===== src/rtl/writeback_queue_pkg.sv =====
// Shared types and constants for the writeback queue.
package writeback_queue_pkg;

    localparam int unsigned REG_ADDR_W        = 5;
    localparam int unsigned DATA_W            = 32;
    localparam int unsigned WBQ_DEPTH_DEFAULT = 4;

    // One pending register-file write.
    typedef struct packed {
        logic [REG_ADDR_W-1:0] dst;
        logic [DATA_W-1:0]     data;
    } wbq_entry_t;

    // Number of producers that can enqueue in one cycle.
    typedef enum logic [1:0] {
        SRC_NONE = 2'd0,
        SRC_ONE  = 2'd1,
        SRC_TWO  = 2'd2
    } wbq_push_cnt_e;

    // Counter width able to hold 0..depth inclusive.
    function automatic int unsigned wbq_count_w(input int unsigned depth);
        return $clog2(depth) + 1;
    endfunction

endpackage


===== src/rtl/writeback_queue_fifo.sv =====
// wbq_fifo: circular storage for pending writes with head/tail/count.
// Accepts up to two entries per cycle (slot a older than slot b) and one pop.
// Macro WBQ_FORWARD_EN: exposes the entries in age order for forwarding.
module wbq_fifo
    import writeback_queue_pkg::*;
#(
    parameter int unsigned DEPTH = WBQ_DEPTH_DEFAULT
) (
    input  logic                               clk,
    input  logic                               rst,
    input  logic                               i_push_a,
    input  wbq_entry_t                         i_ent_a,
    input  logic                               i_push_b,
    input  wbq_entry_t                         i_ent_b,
    input  logic                               i_pop,
    output wbq_entry_t                         o_head_ent,
    output logic [wbq_count_w(DEPTH)-1:0]      o_count,
    output logic                               o_full,
    output logic                               o_empty
`ifdef WBQ_FORWARD_EN
    ,
    output wbq_entry_t                         o_entries [DEPTH]
`endif
);

    localparam int unsigned PW = $clog2(DEPTH);
    localparam int unsigned CW = wbq_count_w(DEPTH);

    logic [PW-1:0] r_head;
    logic [PW-1:0] r_tail;
    logic [CW-1:0] r_count;
    wbq_entry_t    r_mem [DEPTH];

    logic          w_pop;
    logic [PW-1:0] w_tail_b;
    logic [CW-1:0] w_push_n;
    logic [CW-1:0] w_pop_n;
    wbq_push_cnt_e w_push_kind;

    assign w_pop    = i_pop && (r_count != '0);
    // Slot b lands after slot a only when slot a is actually written.
    assign w_tail_b = r_tail + PW'(i_push_a);

    // Classify the number of entries written this cycle.
    always_comb begin
        w_push_kind = SRC_NONE;
        if (i_push_a && i_push_b) begin
            w_push_kind = SRC_TWO;
        end else if (i_push_a || i_push_b) begin
            w_push_kind = SRC_ONE;
        end
    end

    assign w_push_n = CW'(w_push_kind);
    assign w_pop_n  = CW'(w_pop);

    // Entry storage; contents need no reset since count gates validity.
    always_ff @(posedge clk) begin
        if (i_push_a) begin
            r_mem[r_tail] <= i_ent_a;
        end
        if (i_push_b) begin
            r_mem[w_tail_b] <= i_ent_b;
        end
    end

    // Pointer and occupancy tracking.
    always_ff @(posedge clk or posedge rst) begin
        if (rst) begin
            r_head  <= '0;
            r_tail  <= '0;
            r_count <= '0;
        end else begin
            r_head  <= r_head + PW'(w_pop);
            r_tail  <= r_tail + PW'(w_push_n);
            r_count <= r_count + w_push_n - w_pop_n;
        end
    end

    assign o_head_ent = r_mem[r_head];
    assign o_count    = r_count;
    assign o_full     = (r_count == CW'(DEPTH));
    assign o_empty    = (r_count == '0);

`ifdef WBQ_FORWARD_EN
    // Rotate storage so index 0 is the oldest entry.
    always_comb begin
        for (int unsigned i = 0; i < DEPTH; i++) begin
            o_entries[i] = r_mem[r_head + PW'(i)];
        end
    end
`endif

endmodule


===== src/rtl/writeback_queue.sv =====
// writeback_queue: merges ALU and load results into one registered
// register-file write port through a small pending-write FIFO.
// Macro WBQ_FORWARD_EN: enables the fwd_reg lookup; otherwise fwd_* are 0.
module writeback_queue
    import writeback_queue_pkg::*;
#(
    parameter int unsigned DEPTH = WBQ_DEPTH_DEFAULT
) (
    input  logic                  clk,
    input  logic                  reset,
    input  logic                  alu_valid,
    input  logic [REG_ADDR_W-1:0] alu_reg,
    input  logic [DATA_W-1:0]     alu_data,
    output logic                  alu_ready,
    input  logic                  mem_valid,
    input  logic [REG_ADDR_W-1:0] mem_reg,
    input  logic [DATA_W-1:0]     mem_data,
    output logic                  mem_ready,
    output logic                  RegWriteSig,
    output logic [REG_ADDR_W-1:0] writeReg,
    output logic [DATA_W-1:0]     writeData,
    input  logic [REG_ADDR_W-1:0] fwd_reg,
    output logic                  fwd_hit,
    output logic [DATA_W-1:0]     fwd_data
);

    localparam int unsigned CW = wbq_count_w(DEPTH);

    logic [CW-1:0] w_count;
    logic [CW-1:0] w_free;
    logic          w_full;
    logic          w_empty;
    logic          w_mem_acc;
    logic          w_alu_acc;
    logic          w_push_mem;
    logic          w_push_alu;
    logic          w_pop;
    wbq_entry_t    w_ent_mem;
    wbq_entry_t    w_ent_alu;
    wbq_entry_t    w_head_ent;

`ifdef WBQ_FORWARD_EN
    wbq_entry_t    w_entries [DEPTH];
`endif

    // Free space comes from the registered count; a same-cycle pop does not add room.
    assign w_free = CW'(DEPTH) - w_count;

    // Readies: load path needs one slot, ALU needs two when a load competes.
    always_comb begin
        mem_ready = 1'b0;
        alu_ready = 1'b0;
        if (!reset) begin
            mem_ready = !w_full;
            alu_ready = mem_valid ? (w_free >= CW'(2)) : !w_full;
        end
    end

    assign w_mem_acc  = mem_valid && mem_ready;
    assign w_alu_acc  = alu_valid && alu_ready;
    // Writes to r0 complete the handshake but are dropped.
    assign w_push_mem = w_mem_acc && (mem_reg != '0);
    assign w_push_alu = w_alu_acc && (alu_reg != '0);
    assign w_pop      = !w_empty;

    assign w_ent_mem  = '{dst: mem_reg, data: mem_data};
    assign w_ent_alu  = '{dst: alu_reg, data: alu_data};

    // Load result takes slot a so it is older than a same-cycle ALU result.
    wbq_fifo #(
        .DEPTH (DEPTH)
    ) u_fifo (
        .clk        (clk),
        .rst        (reset),
        .i_push_a   (w_push_mem),
        .i_ent_a    (w_ent_mem),
        .i_push_b   (w_push_alu),
        .i_ent_b    (w_ent_alu),
        .i_pop      (w_pop),
        .o_head_ent (w_head_ent),
        .o_count    (w_count),
        .o_full     (w_full),
        .o_empty    (w_empty)
`ifdef WBQ_FORWARD_EN
        ,
        .o_entries  (w_entries)
`endif
    );

    // Output stage: issue the head entry every cycle the queue is non-empty.
    always_ff @(posedge clk or posedge reset) begin
        if (reset) begin
            RegWriteSig <= 1'b0;
            writeReg    <= '0;
            writeData   <= '0;
        end else if (!w_empty) begin
            RegWriteSig <= 1'b1;
            writeReg    <= w_head_ent.dst;
            writeData   <= w_head_ent.data;
        end else begin
            RegWriteSig <= 1'b0;
        end
    end

`ifdef WBQ_FORWARD_EN
    // Forwarding lookup: output stage is the oldest candidate, then FIFO
    // entries oldest-to-youngest overwrite it, so the youngest match wins.
    always_comb begin
        fwd_hit  = 1'b0;
        fwd_data = '0;
        if (fwd_reg != '0) begin
            if (RegWriteSig && (writeReg == fwd_reg)) begin
                fwd_hit  = 1'b1;
                fwd_data = writeData;
            end
            for (int unsigned i = 0; i < DEPTH; i++) begin
                if ((CW'(i) < w_count) && (w_entries[i].dst == fwd_reg)) begin
                    fwd_hit  = 1'b1;
                    fwd_data = w_entries[i].data;
                end
            end
        end
    end
`else
    logic w_unused_fwd;
    assign w_unused_fwd = ^fwd_reg;
    assign fwd_hit      = 1'b0;
    assign fwd_data     = '0;
`endif

endmodule


===== config.mk =====
export PLATFORM = sky130hd
export DESIGN_NAME = writeback_queue
export DESIGN_NICKNAME = d
export VERILOG_FILES = /design/src/rtl/writeback_queue_pkg.sv /design/src/rtl/writeback_queue_fifo.sv /design/src/rtl/writeback_queue.sv
export SDC_FILE = /design/constraint.sdc
export NUM_CORES = 1
export LEC_CHECK = 0
export ABC_CLOCK_PERIOD_IN_PS = 4850
export BUFFER_PORTS_ARGS = -buffer_cell sky130_fd_sc_hd__buf_2
export CAP_MARGIN = 20
export CORE_AREA = 2 2 130 132
export DETAILED_ROUTE_END_ITERATION = 12
export DIE_AREA = 0 0 132 134
export PLACE_DENSITY = 0.83
export SYNTH_ARGS = -nofsm -noshare
export SYNTH_HDL_FRONTEND = slang
export SYNTH_SLANG_ARGS = --single-unit

===== constraint.sdc =====
create_clock -name clk -period 4.85 [get_ports clk]
set_input_delay 0.485 -clock clk [delete_from_list [all_inputs] [get_ports clk]]
set_output_delay 0.485 -clock clk [all_outputs]
set_load 0.1 [all_outputs]

==> impl_metrics.toml <==
[route]
viasPerCell = 5.73
first_pass_iters = 6
first_iter_violations = 531
ant_nets = 0
drc = 0
wl_per_cell_um = 21.6
wl_um = 20600
via_count = 5469

[sta]
hold_viol = 0
finalMaxSlewViolations = 0
relSlewSlack = 0.273
rsz0062_at_grt = "no"
tightest_slew_ns = 1.09
fmax_mhz = 257
finClkSkew_ns = 0.00508
finalSetupTns_ns = 0
period_needed_ns = 3.90
setup_viol = 0
fin_crit_sh = 0.803

[pwr]
p_per_area_nw_per_um2 = 676
p_leak_nw = 4.35
internal-power_mw = 4.14
power_frac_clock = 0.187
switching_share = 0.437
p_seq_frac = 0.359
vdd_drop_max_uv = 388
power_frac_comb = 0.455
p_sw_mw = 3.21

[yosys]
ys_seq_area_frac = 0.576
synth_area_um2 = 9670
synth_warnings = 0
synth_seq_cells = 193
synth_cell_types = 28
avgSynthCellArea_um2 = 16.0
postSynthCellCount = 605

[critical_path]
start_kind = "register"
critPathMaxStageDelay_ns = 0.62
cp.arrival_ns = 3.99
cpMostUsedCell = "ha_1"
path_buf_inv = 2
end_kind = "register"
cp_top_family = "compound AO/OA/AOI/OAI gates"
crit_chain = "inv_1, ha_1, ha_1, nor2_1, nand2_1, a21oi_1, ha_1, xnor2_1, nand2_1, nor3_4, a31o_2, buf_4"
crit_slowest_cell = "a31o_2"
required_ns = 4.95
crit_fanout = 21
setup.worst_path.class = "reg2reg"

[layout]
fillers = 1101
final_common_cell = "edfxtp_1"
nNetsFinal = 814
synthToLayoutAreaGrowth_pct = 12.6
final_cell_mix = "148 x edfxtp_1, 117 x buf_2, 113 x nand2_1"
fin_area_um2 = 10900
post_route_cells_drive_above_1_share = 0.486

[cts]
htree_levels = 4
cts_buffer_depth = 2
cts_num_sinks = 193
postCtsResizedCells = 0
cts_hold_buf = 0
cts-buffers-inserted = 17
clk_pin_slew_ns = 0.06
cts_tree = "built"
cts_setup_buffers = 0
clk_latency_ns = 0.42
cts-root-buf = "clkbuf_16"

[placed_design]
dp_hpwl_um = 12200
numPortBuffers = 117
gp_congestion = 0.751
placed_cell_area_um2 = 10300

[floorplanning]
start_util = 0.593
dieWidth_um = 132
io_pins = 156
die_h_um = 134
dieArea_um2 = 17700
rows = 47
coreArea_um2 = 16300

[global_route]
antenna_found_initial = 1
grt_use_total = 0.238
grt_pass1_wl_um = 31600
overflow = 0
grt_max_degree = 46
grt_pass1_vias = 5816

[flow_run]
drv_cap = 0

[run_status]
outcome = "finished, final reports clean"

[worst_hold_path]
hp-class = "in2async"
[state kept, by name, summed over array words and instances (netlist names)]
name / flops
RegWriteSig: 1
u_fifo.o_count: 3
u_fifo.r_head: 2
u_fifo.r_mem: 148
u_fifo.r_tail: 2
writeData: 32
writeReg: 5
[cell families (layout without fill, tap and decap cells)]
logic type,count (synthesis),in the layout,synth area share
buffers and inverters,77,172,0.0531
DFF,193,193,0.576
adders and majority gates,12,12,0.0163
other,1,35,0.000388
xor gates and xnor gates,6,6,0.00544
AOI/OAI and AO/OA,6,6,0.00582
muxes,185,185,0.288
and+or+nand+nor,125,125,0.0545
[power groups by stage]
| stage | clock, mW | combinational [mW] | sequential, mW |
|---|---|---|---|
| after floorplan | 0 | 1.64 | 3.69 |
| after global routing | 1.45 | 3.50 | 2.68 |
| after detailed placement | 0 | 3.34 | 2.67 |
| after CTS | 1.38 | 3.36 | 2.64 |
| after global placement | 0 | 3.27 | 2.63 |
| final | 1.37 | 3.35 | 2.64 |
[layout make-up]
class                           instances  area [um^2]  share of cell area
Antenna cell                            2         5.00            0.000460
Clock buffer                           28          537              0.0493
Clock inverter                          4         47.5             0.00437
Inverter                               12         45.0             0.00414
Multi-Input combinational cell        367         3740               0.343
Sequential cell                       193         5570               0.512
Tap cell                              220          275              0.0253
Timing Repair Buffer                  128          668              0.0614
[worst reg2reg max path, delay by kind of cell, from the launching register on]
kind / cells / cell delay (ns)
XOR/XNOR: 1 / 0.30
buffers and inverters: 2 / 0.50
adder cells (fa/ha/maj): 3 / 0.72
AO/OA/AOI/OAI: 2 / 1.15
flip-flops: 1 / 0.33
AND/OR/NAND/NOR: 4 / 0.56
[synth_stat cells]
master     instances  share of area
buf_4             33          0.026
edfxtp_1         148           0.46
mux4_2            37          0.086
or4_4              1         0.0012
nor3_2             1         0.0010
nand2b_1           1        0.00065
ha_1              11          0.014
o21ai_4            1         0.0017
a31o_2             4         0.0036
inv_1             12         0.0047
nand2_1          113          0.044
buf_2              8         0.0041
xnor2_1            4         0.0036
nor4_2             1         0.0013
mux2_4            76           0.12
xor2_1             2         0.0018
conb_1             1        0.00039
buf_6             12          0.014
nor2_1             3         0.0012
mux2_2            72          0.084
nand3_1            1        0.00052
dfrtp_1           45           0.12
nor3_1             1        0.00052
nand4bb_1          1         0.0012
fa_1               1         0.0021
clkbuf_1          12         0.0047
nor4b_2            2         0.0031
a21oi_1            1        0.00052
[routing by layer]
| metal | vias up | GRT usage | wire length, um |
|---|---|---|---|
| met5 | - | 0 | 0 |
| met4 | 0 | 0.0990 | 449 |
| met3 | 32 | 0.0427 | 1100 |
| met2 | 232 | 0.420 | 11000 |
| met1 | 2798 | 0.292 | 8070 |
| li1 | 2407 | - | - |
[path summary, 6_finish.rpt]
kind	start	slack (ns)	to	cells past startpoint
min in group clk	mem_data[9]	0.40	u_fifo.r_mem[2][9]	2
max in group asynchronous	reset	4.08	u_fifo.r_head[1]	3
hold / removal	reset	0.26	u_fifo.o_count[2]	3
setup reg to reg	u_fifo.o_count[0]	0.95	u_fifo.r_mem[1][26]	12
hold reg to reg	writeData[24]	0.46	writeData[24]	2
setup / recovery	u_fifo.o_count[0]	0.95	u_fifo.r_mem[1][26]	12
[per-stage QoR]
| step | hold slack (ns) | power (mW) | worst slack, ns | instances | utilization |
|---|---|---|---|---|---|
| 2_1_floorplan | 0.473 | 5.34 | 0.303 | 637 | - |
| 3_3_place_gp | 0.449 | 5.90 | 1.26 | 920 | 0.632 |
| 3_5_place_dp | 0.454 | 6.01 | 1.04 | 920 | 0.632 |
| 4_1_cts | 0.282 | 7.38 | 0.952 | 952 | 0.668 |
| 5_1_grt | 0.317 | 7.63 | 0.751 | 953 | 0.668 |
| 6_report | 0.264 | 7.36 | 0.954 | 954 | 0.668 |
No activity file was read; power rests on OpenSTA's default activity.
